===== src/rtl/uart_rx_buffer_ctrl_if.sv =====
// uart_rx_buffer_ctrl_if: receiver-side and consumer-side signals of the UART RX buffer.
interface uart_rx_buffer_ctrl_if #(
    parameter int WIDTH = 8,
    parameter int DEPTH = 16,
    parameter int OVR_W = 8
);
    logic                   rx_ready;
    logic [WIDTH-1:0]       rx_data;
    logic                   rx_can_receive;
    logic                   clear;
    logic                   out_valid;
    logic                   out_ready;
    logic [WIDTH-1:0]       out_data;
    logic [$clog2(DEPTH):0] level;
    logic [OVR_W-1:0]       overrun_count;
    logic                   idle_flag;
    modport master (
        output rx_ready, rx_data, clear, out_ready,
        input  rx_can_receive, out_valid, out_data, level, overrun_count, idle_flag
    );
    modport slave (
        input  rx_ready, rx_data, clear, out_ready,
        output rx_can_receive, out_valid, out_data, level, overrun_count, idle_flag
    );
endinterface


===== src/rtl/uart_rx_buffer_ctrl.sv =====
// uart_rx_buffer_ctrl: flow-controlled show-ahead FIFO behind a UART receiver, with
// saturating overrun count and an idle-with-data flag used as a frame delimiter.
module uart_rx_buffer_ctrl #(
    parameter int WIDTH         = 8,
    parameter int DEPTH         = 16,
    parameter int TIMEOUT_TICKS = 1000,
    parameter int OVR_W         = 8
) (
    input logic                     clock_i,
    input logic                     resetn_i,
    uart_rx_buffer_ctrl_if.slave    bus
);
    localparam int AW = $clog2(DEPTH);
    localparam int LW = AW + 1;
    localparam int CW = $clog2(TIMEOUT_TICKS + 1);

    logic [WIDTH-1:0] mem_q [DEPTH];
    logic [AW-1:0]    wr_ptr_q, wr_ptr_d, rd_ptr_q, rd_ptr_d;
    logic [LW-1:0]    level_q, level_d;
    logic [OVR_W-1:0] ovr_q, ovr_d;
    logic [CW-1:0]    cnt_q, cnt_d;
    logic             idle_q, idle_d;
    logic             push, pop, drop, wr_en, quiet;

    always_comb begin
        push     = bus.rx_ready && !bus.clear;
        pop      = (level_q != '0) && bus.out_ready && !bus.clear;
        drop     = push && !pop && (level_q == LW'(DEPTH));
        wr_en    = push && !drop;
        wr_ptr_d = bus.clear ? '0 : wr_ptr_q + AW'(wr_en);
        rd_ptr_d = bus.clear ? '0 : rd_ptr_q + AW'(pop);
        level_d  = bus.clear ? '0 : level_q + LW'(wr_en) - LW'(pop);
        ovr_d    = bus.clear ? '0 : ovr_q + OVR_W'(drop && (ovr_q != '1));
        // Any push, a drained FIFO or a flush restarts the idle measurement.
        quiet    = bus.clear || push || (level_d == '0);
        cnt_d    = quiet ? '0 : cnt_q + CW'(cnt_q < CW'(TIMEOUT_TICKS));
        idle_d   = quiet ? 1'b0 : (idle_q || (cnt_q == CW'(TIMEOUT_TICKS)));
    end

    always_ff @(posedge clock_i or negedge resetn_i) begin
        if (!resetn_i) begin
            wr_ptr_q <= '0;
            rd_ptr_q <= '0;
            level_q  <= '0;
            ovr_q    <= '0;
            cnt_q    <= '0;
            idle_q   <= 1'b0;
        end else begin
            wr_ptr_q <= wr_ptr_d;
            rd_ptr_q <= rd_ptr_d;
            level_q  <= level_d;
            ovr_q    <= ovr_d;
            cnt_q    <= cnt_d;
            idle_q   <= idle_d;
        end
    end

    always_ff @(posedge clock_i) begin
        if (wr_en) mem_q[wr_ptr_q] <= bus.rx_data;
    end

    // One slot stays reserved for a word already in flight when permission drops.
    assign bus.rx_can_receive = (level_q < LW'(DEPTH - 1)) && !bus.clear;
    assign bus.out_valid      = (level_q != '0);
    assign bus.out_data       = mem_q[rd_ptr_q];
    assign bus.level          = level_q;
    assign bus.overrun_count  = ovr_q;
    assign bus.idle_flag      = idle_q;
endmodule


===== src/flat_wrapper.sv =====
// flat-port wrapper written by rule: the top's interface ports become plain ports
module uart_rx_buffer_ctrl_flat 
#(
    parameter int WIDTH         = 8,
    parameter int DEPTH         = 16,
    parameter int TIMEOUT_TICKS = 1000,
    parameter int OVR_W         = 8
)
  (clock_i, resetn_i, bus_rx_ready, bus_rx_data, bus_clear, bus_out_ready, bus_rx_can_receive, bus_out_valid, bus_out_data, bus_level, bus_overrun_count, bus_idle_flag);
  uart_rx_buffer_ctrl_if #(.WIDTH(WIDTH), .DEPTH(DEPTH), .OVR_W(OVR_W)) bus_i ();
  input logic clock_i;
  input logic resetn_i;
  input wire logic [$bits(bus_i.rx_ready)-1:0] bus_rx_ready;
  input wire logic [$bits(bus_i.rx_data)-1:0] bus_rx_data;
  input wire logic [$bits(bus_i.clear)-1:0] bus_clear;
  input wire logic [$bits(bus_i.out_ready)-1:0] bus_out_ready;
  output wire logic [$bits(bus_i.rx_can_receive)-1:0] bus_rx_can_receive;
  output wire logic [$bits(bus_i.out_valid)-1:0] bus_out_valid;
  output wire logic [$bits(bus_i.out_data)-1:0] bus_out_data;
  output wire logic [$bits(bus_i.level)-1:0] bus_level;
  output wire logic [$bits(bus_i.overrun_count)-1:0] bus_overrun_count;
  output wire logic [$bits(bus_i.idle_flag)-1:0] bus_idle_flag;
  assign bus_i.rx_ready = bus_rx_ready;
  assign bus_i.rx_data = bus_rx_data;
  assign bus_i.clear = bus_clear;
  assign bus_i.out_ready = bus_out_ready;
  assign bus_rx_can_receive = bus_i.rx_can_receive;
  assign bus_out_valid = bus_i.out_valid;
  assign bus_out_data = bus_i.out_data;
  assign bus_level = bus_i.level;
  assign bus_overrun_count = bus_i.overrun_count;
  assign bus_idle_flag = bus_i.idle_flag;
  uart_rx_buffer_ctrl #(.WIDTH(WIDTH), .DEPTH(DEPTH), .TIMEOUT_TICKS(TIMEOUT_TICKS), .OVR_W(OVR_W)) u_core (.clock_i(clock_i), .resetn_i(resetn_i), .bus(bus_i));
endmodule

===== config.mk =====
export PLATFORM = sky130hd
export DESIGN_NAME = uart_rx_buffer_ctrl_flat
export DESIGN_NICKNAME = d
export VERILOG_FILES = /design/src/rtl/uart_rx_buffer_ctrl_if.sv /design/src/rtl/uart_rx_buffer_ctrl.sv /design/src/flat_wrapper.sv
export SDC_FILE = /design/constraint.sdc
export NUM_CORES = 1
export LEC_CHECK = 0
export BUFFER_PORTS_ARGS = -buffer_cell sky130_fd_sc_hd__clkbuf_2
export CAP_MARGIN = 20
export CELL_PAD_IN_SITES_DETAIL_PLACEMENT = 1
export CELL_PAD_IN_SITES_GLOBAL_PLACEMENT = 1
export CORE_ASPECT_RATIO = 0.8
export CORE_MARGIN = 5
export CORE_UTILIZATION = 30
export CTS_CLUSTER_SIZE = 14
export DETAILED_ROUTE_END_ITERATION = 12
export PLACE_DENSITY_LB_ADDON = 0.1
export SETUP_SLACK_MARGIN = 0.1
export SLEW_MARGIN = 30
export SYNTH_ARGS = -nofsm -noshare
export SYNTH_HDL_FRONTEND = slang
export SYNTH_SLANG_ARGS = --single-unit

===== constraint.sdc =====
create_clock -name clock_i -period 3.2 [get_ports clock_i]
set_input_delay 0.32 -clock clock_i [delete_from_list [all_inputs] [get_ports clock_i]]
set_output_delay 0.32 -clock clock_i [all_outputs]
set_load 0.01 [all_outputs]

After elaboration in Yosys (flattened, before gate mapping)
Memory sizes are Yosys's and may differ from the RTL's.
Cells that the tools add are included.
- flip-flop bits (word level): 32
- RAM bits: 128
- input bits: 13
- logic and storage cells: 42
- memories: 1
- memories (name ; words ; width ; read ports ; clocked after Yosys merged registers in ; write ports ; line ; text):
    u_core.mem_q ; 16 ; 8 ; 1 ; 0 ; 1 ; uart_rx_buffer_ctrl.sv:17 ; logic [WIDTH-1:0] mem_q [DEPTH];
- add/sub/neg operators: 6
- magnitude comparators: 2
- equal/unequal tests: 3
- muxes and demuxes: 8
- reductions and logical operators: 16
- operators with widths (kind ; count):
    adder 10 x 1 -> 10 bit ; 1
    equality test 10 bit, second input constant ; 1
    < comparator 10 bit, second input constant ; 1
    2-to-1 mux 10 bit ; 1
    adder 4 x 1 -> 4 bit ; 2
    adder 8 x 1 -> 8 bit ; 1
    logical AND 1 bit ; 8
    2-to-1 mux 4 bit ; 2
    2-to-1 mux 8 bit ; 1
    != test 8 bit, second input constant ; 1
    adder 5 x 1 -> 5 bit ; 1
    equality test 5 bit, second input constant ; 1
    zero test 5 bit ; 1
    < comparator 5 x 4 -> 1 bit, second input constant ; 1
    2-to-1 mux 5 bit ; 1
    nonzero test 5 bit ; 1
    subtractor 5 x 1 -> 5 bit ; 1
    zero test 1 bit ; 3
    logical OR 1 bit ; 3
    2-to-1 mux 1 bit ; 3

Depth between registers and ports, before layout
- depth in word-level cells: 14
- gate-level depth with buffers: 14
- depth with buffers taken out: 13

Worst setup path before layout
Ideal clock, no wire load.
- path kind: flip-flop to flip-flop
- start point: reg u_core.level_q[2], in the netlist u_core.bus.level[2]
- end point: reg u_core.cnt_q[2]
- library setup time: 0.142 ns
- arrival: 3.005 ns
- required time: 3.058 ns
- path slack: 0.053 ns
- stages on the path, launching flop included: 15
- path buffers: 1
- clock period less this slack: 3.147 ns
- path through: dfrtp_1 > inv_1 > ha_1 > nor3b_1 > a211oi_1 > ha_1 > inv_1 > ha_1 > inv_1 > fa_1 > nand2b_1 > a21oi_2 > mux2i_1 > buf_2 > a211oi_1
- longest elaborated chain between the ends: 14
- ends and longest elaborated chain (item ; line ; text):
    from (decl) ; uart_rx_buffer_ctrl.sv:19 ; logic [LW-1:0] level_q, level_d;
    from (signal assigned) ; uart_rx_buffer_ctrl.sv:51 ; level_q <= level_d;
    nonzero test 5 bit ; uart_rx_buffer_ctrl.sv:27 ; pop = (level_q != '0) && bus.out_ready && !bus.clear;
    logical AND 1 bit (2 in a row) ; uart_rx_buffer_ctrl.sv:27 ;
    zero test 1 bit ; uart_rx_buffer_ctrl.sv:28 ; drop = push && !pop && (level_q == LW'(DEPTH));
    logical AND 1 bit (2 in a row) ; uart_rx_buffer_ctrl.sv:28 ;
    zero test 1 bit ; uart_rx_buffer_ctrl.sv:29 ; wr_en = push && !drop;
    logical AND 1 bit ; uart_rx_buffer_ctrl.sv:29 ;
    adder 5 x 1 -> 5 bit ; uart_rx_buffer_ctrl.sv:32 ; level_d = bus.clear ? '0 : level_q + LW'(wr_en) - LW'(pop);
    subtractor 5 x 1 -> 5 bit * ; uart_rx_buffer_ctrl.sv:32 ;
    2-to-1 mux 5 bit * ; uart_rx_buffer_ctrl.sv:32 ;
    zero test 5 bit * ; uart_rx_buffer_ctrl.sv:35 ; quiet = bus.clear || push || (level_d == '0);
    logical OR 1 bit * ; uart_rx_buffer_ctrl.sv:35 ;
    2-to-1 mux 10 bit * ; uart_rx_buffer_ctrl.sv:36 ; cnt_d = quiet ? '0 : cnt_q + CW'(cnt_q < CW'(TIMEOUT_TICKS));
    net u_core.cnt_d[2] ; uart_rx_buffer_ctrl.sv:21 ; logic [CW-1:0] cnt_q, cnt_d;
    to (signal assigned) ; uart_rx_buffer_ctrl.sv:53 ; cnt_q <= cnt_d;
    to (decl) ; uart_rx_buffer_ctrl.sv:21 ;
The timed path passes the listed nets; every way through them passes the cells marked *.

Final worst setup path
Same ends and word-level chain as after synthesis.

==> results by group <==
Status
  • Status: finished, violations left
  • Failing checks: negative hold slack

Synthesis
  • Synth Area in Adders: 3.242%
  • Flops & latches, synth: 160
  • Largest cells by area after synthesis: edfxtp_1, dfrtp_1, mux4_1
  • Yosys warning count: 0
  • Synth cell types: 46
  • Syn Inst Count: 394
  • Mux cell area share after synthesis: 11.70%
  • Simple-gate share of the synthesized area: 7.074%
  • Most common cell in the netlist: edfxtp_1
  • Post-synth top flop: edfxtp_1
  • Post-Synth XOR/XNOR Area: 2.450%
  • Post-synthesis sequential area ratio: 68.39%
  • Number of enable flip-flop cells after synthesis: 128
  • Post-Syn Nets: 424
  • Asr flop ratio synth: 20.00%
  • List of most frequent post-synthesis cells: edfxtp_1, dfrtp_1, nor2_1
  • Share of the synthesized area in the top cell type: 56.60%
  • Largest area contributor in the netlist: edfxtp_1
  • Mapped Area: 6792 um^2
  • Mean area per synthesized cell: 17.24 um^2
  • Synth Area in Compound Gates: 4.274%
  • Main combinational cell family by area after synthesis: multiplexers

Timing
  • # setup viols final: 0
  • RSZ-0062 raised after global routing: true
  • Final worst slack: 0.2192 ns
  • Worst Max-Slew Pin Slew: 0.8444 ns
  • Worst clock skew: 0.01223 ns
  • WHS: -0.03553 ns
  • Tcrit/Tclk final: 93.15%
  • Fmax: 335.5 MHz
  • Post-route minimum period: 2.981 ns
  • Max-slew violations: 0
  • Final Hold Fails: 32
  • Final TNS setup: 0 ns
  • Rel. slew slack: 43.59%

Critical path
  • Critical path class: reg2reg
  • End of the worst register-to-register path: u_core.cnt_q[2]
  • Worst path bufs/invs: 4
  • Critical path peak fanout: 6
  • Slowest-stage cell, CP: dfrtp_1
  • Crit path launch type: register
  • Worst EP arrival: 3.25 ns
  • Worst r2r path cells: 14
  • R2R setup slack: 0.22 ns
  • Worst-path cell chain: inv_2 > ha_1 > nor3b_2 > a211oi_2 > ha_1 > inv_1 > ha_2 > inv_1 > fa_2 > nand2b_4 > a21oi_4 > mux2i_2 > buf_4 > a211oi_1
  • Worst path top cell family by delay: adder cells
  • R2R Path Start: u_core.bus.level[2]
  • Required @ worst endpoint: 3.47 ns
  • Crit. End Element: register
  • CP max stage delay: 0.39 ns

CTS
  • Worst skew pair latency: 0.42 ns
  • Num CTS Buffers: 17
  • CTS tree: done
  • Clock-pin slew on the worst setup and hold paths: 0.07 ns
  • Depth of the CTS H-tree: 4
  • Clk sinks: 160
  • Clk root buf: clkbuf_16
  • Clock tree buffer depth: 2

GRT
  • Largest net degree at the start of global routing: 35
  • Wire length of the first global-routing pass: 23.75 mm
  • Gr usage total: 12.53%
  • Grt total ovfl: 0
  • Initial antenna violation count: 0
  • Vias in the first global route: 3920

Final layout
  • Filler Cells Inserted: 2264
  • Layout area overhead: 19.64%
  • Layout Nets: 492
  • Layout cells sized above 1: 27.79%
  • Antenna diodes: 0

Placement
  • PortBufs: 36
  • RePlAce Congestion: 0.7043
  • Worst slack, placed: 0.05828 ns
  • DPL Wire Length: 10.21 mm

Floorplan
  • Die area: 25770 um^2
  • Core region area: 22380 um^2
  • Initial Util: 30.35%
  • Die height: 144.6 um
  • Die W: 178.2 um
  • Core Rows: 49
  • IO Count: 37

Flow run
  • Number of max-cap violations: 0

Detailed routing
  • Final WL: 15.17 mm
  • Routed Antenna Nets: 0
  • Initial drt markers: 164
  • Vias: 3616
  • DR WL/cell: 19.42 um
  • Via density: 4.630
  • Post-route DRC: 0
  • DRT Pass-1 Iters: 4

Pwr
  • Leakage power: 0.002896 uW
  • PD cells: 686.7 nW/um^2
  • PnR Total Power: 5580 uW
  • Peak supply drop: 0.3121 mV

Min path
  • Hold Path Class: in2async
[logic make-up (layout without fill, tap and decap cells)]
kind of cell / Yosys count / in the layout
flops: 160 / 160
mux: 33 / 33
buf+inv: 30 / 111
simple gates: 96 / 96
fa+ha+maj: 17 / 17
compound gates: 39 / 39
xor+xnor: 19 / 19
[power by group]
group / switching (uW) / internal [uW]
Combinational: 631 / 528
Clock: 944 / 1130
Sequential: 49.5 / 2300
Total: 1620 / 3960
[worst register-to-register path, delay by kind of cell, from the launching register on]
family          cells  cell delay, ns
fa+ha+maj           4            1.00
compound gates      3            0.48
flops               1            0.39
buf+inv             4            0.37
simple gates        2            0.32
mux                 1            0.26
[cells in the final DEF, fill, tap and decap left out, types with 7 or more instances in the layout]
cell / count
edfxtp_1: 128
clkbuf_2: 35
nor2_1: 32
buf_4: 31
dfrtp_1: 31
nand2_1: 17
mux4_1: 17
clkbuf_16: 17
a22oi_1: 16
mux4_2: 15
ha_1: 15
nand3_1: 11
inv_1: 10
xnor2_1: 10
nor2b_1: 9
a211oi_1: 8
xor2_1: 7
[registers in the layout, summed over array words and instances, names as in the netlist]
| register | count |
|---|---|
| u_core.mem_q | 128 |
| u_core.bus.level | 5 |
| u_core.bus.overrun_count | 8 |
| u_core.cnt_q | 10 |
| u_core.wr_ptr_q | 4 |
| u_core.rd_ptr_q | 4 |
| u_core.bus.idle_flag | 1 |
[metal layers]
metal  part of all wire [%]  track usage (%)  up-vias
met2                     47            19.74       32
li1                       -                -     1679
met3                    2.4            3.215        5
met4                   0.57            2.665        0
met5                      0                0        -
met1                     50            17.69     1900
[worst max-delay path by stage]
stage	from	end	slack, ns	cells after the start
CTS	u_core.bus.level[2]	u_core.cnt_q[2]	0.12	14
global route	u_core.bus.level[2]	u_core.cnt_q[5]	0.07	14
detailed placement	u_core.bus.level[2]	u_core.cnt_q[2]	0.06	14
finish	u_core.bus.level[2]	u_core.cnt_q[2]	0.22	14
global placement	u_core.bus.level[2]	u_core.cnt_q[6]	0.12	14
floorplan	u_core.bus.level[2]	u_core.cnt_q[2]	0.20	14
[cell type report]
type	count	area [um^2]	share of cell area, %
repair buffers	68	432.9	5.328
well taps	306	382.9	4.712
multi-input cells	204	2011	24.75
clock buffers	17	425.4	5.236
clock inverters	15	186.4	2.294
flip-flops and latches	160	4646	57.18
inverters	11	41.29	0.5082
[what timing repair did]
action,4_1_cts,5_1_grt
resized for setup,1,11
hold buffers,0,0
pin swaps,0,4
cloned,0,1
hold endpoints to repair,0,0
buffers inserted,0,7
setup endpoints to repair,11,11
[per-stage QoR]
step,cell area [um^2],utilization [%],std cells
CTS,8024,35.86,773
global route,8125,36.31,781
floorplan,6797,-,394
finish,8125,36.31,781
detailed placement,7407,33.10,741
global placement,7400,33.07,741
(Power assumes the default switching activity.)
